**src/rtl/alu_control_mdu.sv**
```systemverilog
// ALU control decoder with an iterative RV32M multiply/divide unit.
//
// Ports:
//   clk, rst            - single clock, synchronous active-high reset
//   start_i             - execute-stage instruction valid
//   is_immediate_i      - OP-IMM instruction
//   ALU_CO_i            - main-decoder class (00 ld/st, 01 branch, 10 ALU, 11 other)
//   FUNC7_i, FUNC3_i    - instruction function fields
//   rs1_i, rs2_i        - source operands
//   ALU_OP_o            - combinational ALU operation code
//   use_mdu_o           - combinational: fields decode as an M-extension op
//   busy_o              - stall request while an MDU op is accepted or running
//   done_o              - one-cycle pulse, mdu_result_o valid
//   mdu_result_o        - multiply/divide result, held until the next completion
module alu_control_mdu #(
  parameter int XLEN     = 32,
  parameter int ENABLE_M = 1
) (
  input  logic            clk,
  input  logic            rst,
  input  logic            start_i,
  input  logic            is_immediate_i,
  input  logic [1:0]      ALU_CO_i,
  input  logic [6:0]      FUNC7_i,
  input  logic [2:0]      FUNC3_i,
  input  logic [XLEN-1:0] rs1_i,
  input  logic [XLEN-1:0] rs2_i,
  output logic [3:0]      ALU_OP_o,
  output logic            use_mdu_o,
  output logic            busy_o,
  output logic            done_o,
  output logic [XLEN-1:0] mdu_result_o
);

  localparam int CW = $clog2(XLEN);

  localparam logic [3:0] OP_AND = 4'b0000, OP_OR   = 4'b0001, OP_SUM = 4'b0010,
                         OP_EQ  = 4'b0011, OP_SLL  = 4'b0100, OP_SRL = 4'b0101,
                         OP_SRA = 4'b0111, OP_XOR  = 4'b1000, OP_SUB = 4'b1010,
                         OP_GE  = 4'b1100, OP_GEU  = 4'b1101, OP_SLT = 4'b1110,
                         OP_SLTU = 4'b1111;

  typedef enum logic [1:0] {IDLE, MUL, DIV, DONE} state_t;

  state_t              state_q, state_d;
  logic [1:0]          f3_q;
  logic [XLEN-1:0]     rs1_q, a_q;
  logic [2*XLEN-1:0]   acc_q;
  logic [CW-1:0]       cnt_q;
  logic                neg_q, negr_q, dz_q, ovf_q;
  logic [XLEN-1:0]     res_q;

  // ---------------- decode ----------------
  always_comb begin
    use_mdu_o = (ENABLE_M != 0) && (ALU_CO_i == 2'b10) && !is_immediate_i &&
                (FUNC7_i == 7'b0000001);
    ALU_OP_o  = OP_SUM;
    if (!use_mdu_o) begin
      case (ALU_CO_i)
        2'b01: begin
          case (FUNC3_i)
            3'b001:  ALU_OP_o = OP_EQ;
            3'b100:  ALU_OP_o = OP_GE;
            3'b101:  ALU_OP_o = OP_SLT;
            3'b110:  ALU_OP_o = OP_GEU;
            3'b111:  ALU_OP_o = OP_SLTU;
            default: ALU_OP_o = OP_SUB;
          endcase
        end
        2'b10: begin
          case (FUNC3_i)
            3'b000:  ALU_OP_o = (!is_immediate_i && FUNC7_i[5]) ? OP_SUB : OP_SUM;
            3'b001:  ALU_OP_o = OP_SLL;
            3'b010:  ALU_OP_o = OP_SLT;
            3'b011:  ALU_OP_o = OP_SLTU;
            3'b100:  ALU_OP_o = OP_XOR;
            3'b101:  ALU_OP_o = FUNC7_i[5] ? OP_SRA : OP_SRL;
            3'b110:  ALU_OP_o = OP_OR;
            default: ALU_OP_o = OP_AND;
          endcase
        end
        default: ALU_OP_o = OP_SUM;
      endcase
    end
  end

  // ---------------- operand preparation ----------------
  logic            s1, s2, n1, n2;
  logic [XLEN-1:0] m1, m2;

  always_comb begin
    // MUL is treated as signed; its low product half is signedness-independent.
    s1 = FUNC3_i[2] ? ~FUNC3_i[0] : (FUNC3_i[1:0] != 2'b11);
    s2 = FUNC3_i[2] ? ~FUNC3_i[0] : ~FUNC3_i[1];
    n1 = s1 & rs1_i[XLEN-1];
    n2 = s2 & rs2_i[XLEN-1];
    m1 = n1 ? -rs1_i : rs1_i;
    m2 = n2 ? -rs2_i : rs2_i;
  end

  // ---------------- iteration datapath ----------------
  // acc_q holds {high, low}: product/multiplier for MUL, remainder/quotient for DIV.
  logic [XLEN:0]     mul_sum, div_part;
  logic [XLEN-1:0]   div_sub, div_rem;
  logic [2*XLEN-1:0] mul_next, mul_fin, div_next;
  logic              div_ge, cnt_last;
  logic [XLEN-1:0]   mul_res, quo_res, rem_res, div_res, fast_res;

  always_comb begin
    mul_sum  = {1'b0, acc_q[2*XLEN-1:XLEN]} + (acc_q[0] ? {1'b0, a_q} : '0);
    mul_next = {mul_sum, acc_q[XLEN-1:1]};
    mul_fin  = neg_q ? -mul_next : mul_next;
    mul_res  = (f3_q == 2'b00) ? mul_fin[XLEN-1:0] : mul_fin[2*XLEN-1:XLEN];

    div_part = {acc_q[2*XLEN-1:XLEN], acc_q[XLEN-1]};
    div_ge   = (div_part >= {1'b0, a_q});
    // Difference is below the divisor whenever it is kept, so XLEN bits suffice.
    div_sub  = div_part[XLEN-1:0] - a_q;
    div_rem  = div_ge ? div_sub : div_part[XLEN-1:0];
    div_next = {div_rem, acc_q[XLEN-2:0], div_ge};
    quo_res  = neg_q  ? -div_next[XLEN-1:0]      : div_next[XLEN-1:0];
    rem_res  = negr_q ? -div_next[2*XLEN-1:XLEN] : div_next[2*XLEN-1:XLEN];
    div_res  = f3_q[1] ? rem_res : quo_res;

    fast_res = dz_q ? (f3_q[1] ? rs1_q : '1) : (f3_q[1] ? '0 : rs1_q);
    cnt_last = (cnt_q == CW'(XLEN-1));
  end

  // ---------------- FSM ----------------
  always_ff @(posedge clk) begin
    if (rst) state_q <= IDLE;
    else     state_q <= state_d;
  end

  always_comb begin
    state_d = state_q;
    case (state_q)
      IDLE: if (start_i && use_mdu_o) state_d = FUNC3_i[2] ? DIV : MUL;
      MUL:  if (cnt_last) state_d = DONE;
      DIV:  if (dz_q || ovf_q || cnt_last) state_d = DONE;
      default: state_d = IDLE;
    endcase
  end

  always_comb begin
    busy_o = 1'b0;
    done_o = 1'b0;
    case (state_q)
      IDLE:    busy_o = start_i && use_mdu_o;
      MUL,
      DIV:     busy_o = 1'b1;
      default: done_o = 1'b1;
    endcase
  end

  always_ff @(posedge clk) begin
    if (rst) begin
      f3_q   <= '0;
      rs1_q  <= '0;
      a_q    <= '0;
      acc_q  <= '0;
      cnt_q  <= '0;
      neg_q  <= 1'b0;
      negr_q <= 1'b0;
      dz_q   <= 1'b0;
      ovf_q  <= 1'b0;
      res_q  <= '0;
    end else begin
      case (state_q)
        IDLE: begin
          if (start_i && use_mdu_o) begin
            f3_q   <= FUNC3_i[1:0];
            rs1_q  <= rs1_i;
            a_q    <= FUNC3_i[2] ? m2 : m1;
            acc_q  <= {{XLEN{1'b0}}, (FUNC3_i[2] ? m1 : m2)};
            cnt_q  <= '0;
            neg_q  <= n1 ^ n2;
            negr_q <= n1;
            dz_q   <= (rs2_i == '0);
            ovf_q  <= FUNC3_i[2] & ~FUNC3_i[0] & (rs2_i == '1) &
                      (rs1_i == {1'b1, {(XLEN-1){1'b0}}});
          end
        end
        MUL: begin
          acc_q <= mul_next;
          cnt_q <= cnt_q + 1'b1;
          if (cnt_last) res_q <= mul_res;
        end
        DIV: begin
          if (dz_q || ovf_q) begin
            res_q <= fast_res;
          end else begin
            acc_q <= div_next;
            cnt_q <= cnt_q + 1'b1;
            if (cnt_last) res_q <= div_res;
          end
        end
        default: ;
      endcase
    end
  end

  assign mdu_result_o = res_q;

endmodule

```
**config.mk**
```make
export PLATFORM = sky130hd
export DESIGN_NAME = alu_control_mdu
export DESIGN_NICKNAME = d
export VERILOG_FILES = /design/src/rtl/alu_control_mdu.sv
export SDC_FILE = /design/constraint.sdc
export NUM_CORES = 1
export LEC_CHECK = 0
export CAP_MARGIN = 20
export CORE_MARGIN = 10
export CORE_UTILIZATION = 40
export CTS_BUF_LIST = sky130_fd_sc_hd__clkbuf_8
export DETAILED_ROUTE_END_ITERATION = 16
export PLACE_DENSITY = 0.65
export RECOVER_POWER = 25
export SLEW_MARGIN = 30
export SYNTH_ARGS = -nofsm -noshare
export SYNTH_HDL_FRONTEND = slang
export SYNTH_SLANG_ARGS = --single-unit
export TNS_END_PERCENT = 50
```
**constraint.sdc**
```tcl
create_clock -name clk -period 4.55 [get_ports clk]
set_clock_uncertainty 0.2 [all_clocks]
set_input_delay 0.6825 -clock clk [delete_from_list [all_inputs] [get_ports clk]]
set_output_delay 0.6825 -clock clk [all_outputs]
set_load 0.05 [all_outputs]
```
; Word level (Yosys, flattened, before mapping)
; Index checks and enable logic that the tools add are counted.
[classes]
addsub = 8
n_lt_le_gt_ge = 1
eq_ne = 21
n_mux = 39
bitwise_logic = 8
n_reduce_logical = 19
[ops]
columns = operator, count
row1 = $mux 32, 16
row2 = $mux 64, 3
row3 = $pmux 64 s3, 1
row4 = $neg 32->32, 4
row5 = $eq 32x32->1 const B, 2
row6 = $neg 64->64, 1
row7 = $pmux 32 s2, 1
row8 = $add 32x32->33, 1
row9 = $ge 33x32->1, 1
row10 = $logic_not 32->1, 1
row11 = $sub 32x32->32, 1
row12 = $pmux 4 s7, 1
row13 = $pmux 4 s5, 1
row14 = $pmux 5 s3, 1
row15 = $eq 3x3->1 const B, 4
row16 = $mux 2, 5
row17 = $mux 5, 2
row18 = $ne 2x2->1 const B, 5
row19 = $reduce_and 3->1, 3
row20 = $mux 4, 2
row21 = $pmux 4 s2, 1
row22 = $eq 7x1->1 const B, 1
row23 = $eq 3x2->1 const B, 2
row24 = $pmux 2 s3, 1
row25 = other kinds (21), 35
[totals]
reg_bits = 173
inputBits = 80

; Logic depth before layout (Yosys ltp)
[depth]
word_depth = 8
mapped_depth = 25
mapped_depth_nobuf = 20

; Worst setup path after synthesis
; No wires, ideal clock.
[synth_path]
path_type = input to output
start = input port FUNC7_i[2]
end = output port busy_o
arrival_time_ns = 4.495
t_required_ns = 3.668
slack_ns = -0.827
path_stages = 6
path_buffers = 1
path_cell_list = nor4_1 > nand3b_1 > nor4b_1 > nand3_1 > clkbuf_1 > a21oi_1
[synth_between]
elab_chain_cells = 4
[synth_rtl]
columns = element, line
row1 = start: declaration, 24  ; input logic [6:0] FUNC7_i,
row2 = $eq 7x1->1, 56  ; (FUNC7_i == 7'b0000001);
row3 = $logic_and 1x1->1, 55  ; use_mdu_o = (ENABLE_M != 0) && (ALU_CO_i == 2'b10) && !is_immediate_i &&
row4 = net use_mdu_o, 29  ; output logic use_mdu_o,
row5 = $logic_and 1x1->1, 149  ; IDLE: busy_o = start_i && use_mdu_o;
row6 = $pmux 1 s2, 148  ; case (state_q)
row7 = end: declaration, 30  ; output logic busy_o,
; The timed path passes the listed nets, and every way through them passes these cells.

; Worst setup path after layout
[layout_path]
start = register acc_q[0]
end = register res_q[30] (netlist: mdu_result_o[30])
[layout_between]
elab_chain_cells = 7
word_cells_on_any_way = 12
classes_between = add/sub: 3 / mux: 9
[layout_rtl]
columns = element, line
row1 = start: declaration, 48  ; logic [2*XLEN-1:0] acc_q;
row2 = start signal: assignment, 175  ; acc_q <= {{XLEN{1'b0}}, (FUNC3_i[2] ? m1 : m2)};
row3 = start signal: assignment, 185  ; acc_q <= mul_next;
row4 = start signal: assignment, 193  ; acc_q <= div_next;
row5 = $mux 32, 110  ; mul_sum = {1'b0, acc_q[2*XLEN-1:XLEN]} + (acc_q[0] ? {1'b0, a_q} : '0);
row6 = $add 32x32->33, 110
row7 = $neg 64->64, 112  ; mul_fin = neg_q ? -mul_next : mul_next;
row8 = $mux 64, 112
row9 = $mux 32, 113  ; mul_res = (f3_q == 2'b00) ? mul_fin[XLEN-1:0] : mul_fin[2*XLEN-1:XLEN];
row10 = $mux 32, 187  ; if (cnt_last) res_q <= mul_res;
row11 = $pmux 32 s2 (*), 169  ; case (state_q)
row12 = end signal: assignment, 187
row13 = end signal: assignment, 191  ; res_q <= fast_res;
row14 = end signal: assignment, 195  ; if (cnt_last) res_q <= div_res;
row15 = end: declaration, 51  ; logic [XLEN-1:0] res_q;
; Every way passes the cells marked *; elsewhere a longest branch is shown, timed or not. The select of a mux whose other input is x is not followed.
; A chain may end at the register's enable or synchronous reset.

==> flow_summary_export.csv <==
group,metric,value,unit
run_status,status,"finished with violations",
run_status,violations,"setup timing",
logic_synthesis,yosys.area.top_type,"dfxtp_1",
grt,grt.overflow.total,0,
clock_tree,clk_latency,620,ps
clock_tree,cts_tree,"built",
grt,antenna_found_initial,4,
clock_tree,clockBufferDepth,2,
logic_synthesis,syn-cell-area,0.01827,mm²
placed_design,place.gp.congestion,1.033,
critical_path,crit_path_max_fanout,7,
critical_path,crit_arrival,4880,ps
drt,drt_iter0_drc,2809,
logic_synthesis,syn-instance-count,2718,
power_and_ir_drop,p_leak,0.009347,µW
clock_tree,cts.sinks,173,
sta,max_freq,219.2,MHz
drt,drt_pre_antenna_iters,8,
logic_synthesis,synth.area.top_cells,"dfxtp_1, nor2_1, a21oi_1, nand2_1, ha_1",
placed_design,hpwl,74.29,mm
power_and_ir_drop,p_switching,1777,µW
power_and_ir_drop,power.internal,2753,µW
job,maxCapViolations,0,
clock_tree,clock-root-buffer,"clkbuf_8",
critical_path,cp-end-kind,"flip-flop",
drt,wl_met2,41.75,mm
floorplan,rows,78,
critical_path,crit_type,"flip-flop to flip-flop",
sta,rsz0062_at_grt,"true",
critical_path,r2r_setup_slack,-10,ps
logic_synthesis,yosysUniqueCellTypes,90,
drt,drt-met1-wl,37.95,mm
sta,setup_tns,-12.44,ps
floorplan,io_pins,119,
grt,grt_max_degree,87,
sta,setup_viol,1,
sta,hold_viol,0,
logic_synthesis,ys.warnings.count,0,
clock_tree,cts-buffers-inserted,17,
grt,grt_util_all_layers,0.3288,
logic_synthesis,avgSynthCellArea,6.722,µm²
cells_and_area,final_cell_mix,"buf_4, nor2_1, nand2_1",
sta,relSlewSlack,0.3061,
logic_synthesis,yosysSeqAreaShare,0.1896,
critical_path,slowest_delay,580,ps
critical_path,slowest_stage,"or4_4",
drt,drc,0,
min_path,min_path_type,"flip-flop to flip-flop",
drt,wl_per_cell,25.66,µm
power_and_ir_drop,swShare,0.3923,
logic_synthesis,post-synth-top-area-fraction,0.1896,
cells_and_area,fillers,4642,
power_and_ir_drop,ir_drop,218.5,µV
drt,top_layer_used,"met5",
sta,final_max_slew_viol_count,0,
clock_tree,cts_hold_buf,0,
sta,worst_slew_pin_slew,1030,ps
drt,vias,22990,
critical_path,path_cells,"inv_4, buf_12, nor2_1, ha_1, o211a_1, a211oi_4, buf_4, or4_4, nand3_2, a21oi_2, xnor2_2, a2111o_1, buf_4, or3_4, or4_4, a31oi_4, a31oi_1, a31oi_1",
cells_and_area,multi_input_area,0.01420,mm²
logic_synthesis,synth_flop_cell,"dfxtp_1",
logic_synthesis,synth_async_sr_flop_share,0,
cells_and_area,nets,3187,
logic_synthesis,synth-edff-count,0,
placed_design,io_buffers,118,
logic_synthesis,synthesis.nets,2878,
power_and_ir_drop,power.density,194.5,mW/mm²
sta,layout_min_cycle_time,4562,ps
floorplan,start_util,0.4035,
logic_synthesis,synth-seq-cells,173,
cells_and_area,final_util,0.5144,
floorplan,dieHeight,233.7,µm
drt,route.antenna.remaining_nets,0,
clock_tree,h-tree-depth,4,
sta,setup_ws,-12.44,ps
grt,grt_pass1_vias,21390,
cells_and_area,syn_to_final_growth,27.50,%
drt,vias_per_cell,6.310,
cells_and_area,seqCellArea,0.003471,mm²
power_and_ir_drop,comb_power_share,0.371,
floorplan,die_w,233.7,µm
critical_path,cp-start-kind,"flip-flop",
power_and_ir_drop,p_clk_frac,0.289,
grt,grt_pass1_wl,136.0,mm
drt,wl_met3,7.958,mm
floorplan,die_area,0.05462,mm²
drt,wl,93.50,mm
critical_path,required,4870,ps
clock_tree,clk_pin_slew_worst_paths,110,ps
power_and_ir_drop,seq_power_share,0.340,
cells_and_area,layout-drive-gt1-share,0.1852,
cells_and_area,final_common_cell,"buf_4",
floorplan,coreArea,0.04528,mm²
sta,period_share,1.003,
-- final timing paths --
check / cells after the start / startpoint / to
setup / recovery: 18 / acc_q[0] / mdu_result_o[30]
setup reg to reg: 18 / acc_q[0] / mdu_result_o[30]
hold / removal: 2 / mdu_result_o[3] / mdu_result_o[3]
hold reg to reg: 2 / mdu_result_o[3] / mdu_result_o[3]
-- synth_stat cells (10+ instances only) --
master,count
a21oi_1,257
nor2b_1,12
o311ai_0,13
ha_1,78
dfxtp_1,173
a311oi_1,18
or4_1,19
xnor2_1,100
o21ai_1,17
nand2_1,326
o211ai_1,29
o41ai_1,12
nor2_1,358
o31ai_1,30
nand2b_1,13
inv_1,80
mux2i_1,23
a211oi_1,76
nand4_1,30
a22oi_1,38
a211o_1,16
o21ai_0,176
nand3_1,59
clkbuf_1,184
and2_1,31
o2111ai_1,11
or2_2,15
nor4_1,26
xor2_1,75
nor3_1,88
a22o_1,14
or3_1,35
o31a_1,12
a221oi_1,23
o21a_1,14
and3_1,16
a21o_1,21
buf_1,18
o22ai_1,10
a31oi_1,19
-- worst max-delay path, delay by kind of cell, from the launching register on --
kind / cells / cell delay [ps]
buffers and inverters: 4 / 540
and+or+nand+nor: 5 / 1590
xor gates and xnor gates: 1 / 160
AOI/OAI and AO/OA: 7 / 1290
adders and majority gates: 1 / 320
DFF: 1 / 380
-- cells by family after synthesis --
| family | after synthesis | share of synthesized area |
|---|---|---|
| adders and majority gates | 80 | 0.05561 |
| buffers and inverters | 296 | 0.06157 |
| muxes | 30 | 0.01692 |
| xor gates and xnor gates | 175 | 0.08389 |
| DFF | 173 | 0.1896 |
| AOI/OAI and AO/OA | 895 | 0.3213 |
| and+or+nand+nor | 1069 | 0.2711 |
-- flip-flops by register name, indices dropped and copies added, names as in the netlist --
signal / count
dz_q: 1
acc_q: 64
mdu_result_o: 32
negr_q: 1
a_q: 32
rs1_q: 32
cnt_q: 5
ovf_q: 1
state_q: 2
neg_q: 1
f3_q: 2
-- power by group through the flow --
stage          logic, µW  registers [µW]  clock network, µW
2_1_floorplan        878            1570                  0
3_3_place_gp        1550            1570                  0
3_5_place_dp        1570            1570                  0
4_1_cts             1580            1540               1320
5_1_grt             1780            1540               1370
6_report            1680            1540               1310
-- repair_timing --
action                     CTS  global route
pin swaps                    6            32
buffers inserted             3            11
cloned                       0             1
setup endpoints to repair   10            29
gates resized for setup     20            87
-- through the flow --
step           hold WS [ps]  cells  total power (µW)  worst slack [ps]  instance area [µm²]
2_1_floorplan         232.9   2718              2445            -15.33                18310
3_3_place_gp          240.9   3592              3126            -673.5                22260
3_5_place_dp          244.6   3593              3143            -182.3                22300
4_1_cts               259.4   3628              4441            -35.71                22850
5_1_grt               284.3   3640              4689            -145.0                23290
6_report              258.5   3643              4530            -12.44                23290
-- per-layer routing --
layer	vias up	GRT usage
li1	10530	-
met1	11080	0.4112
met2	1131	0.5142
met3	246	0.07001
met4	4	0.1921
met5	-	0
-- final cells by class --
cell class | instances | share of cell area
antenna | 3 | 0.0003223
multi-input combinational | 2249 | 0.6095
sequential | 173 | 0.1490
timing repair buffer | 498 | 0.1759
clock inverter | 14 | 0.008057
clock buffer | 18 | 0.01063
tap | 600 | 0.03223
inverter | 88 | 0.01439
Note: power is estimated with default switching activity, not from simulation.
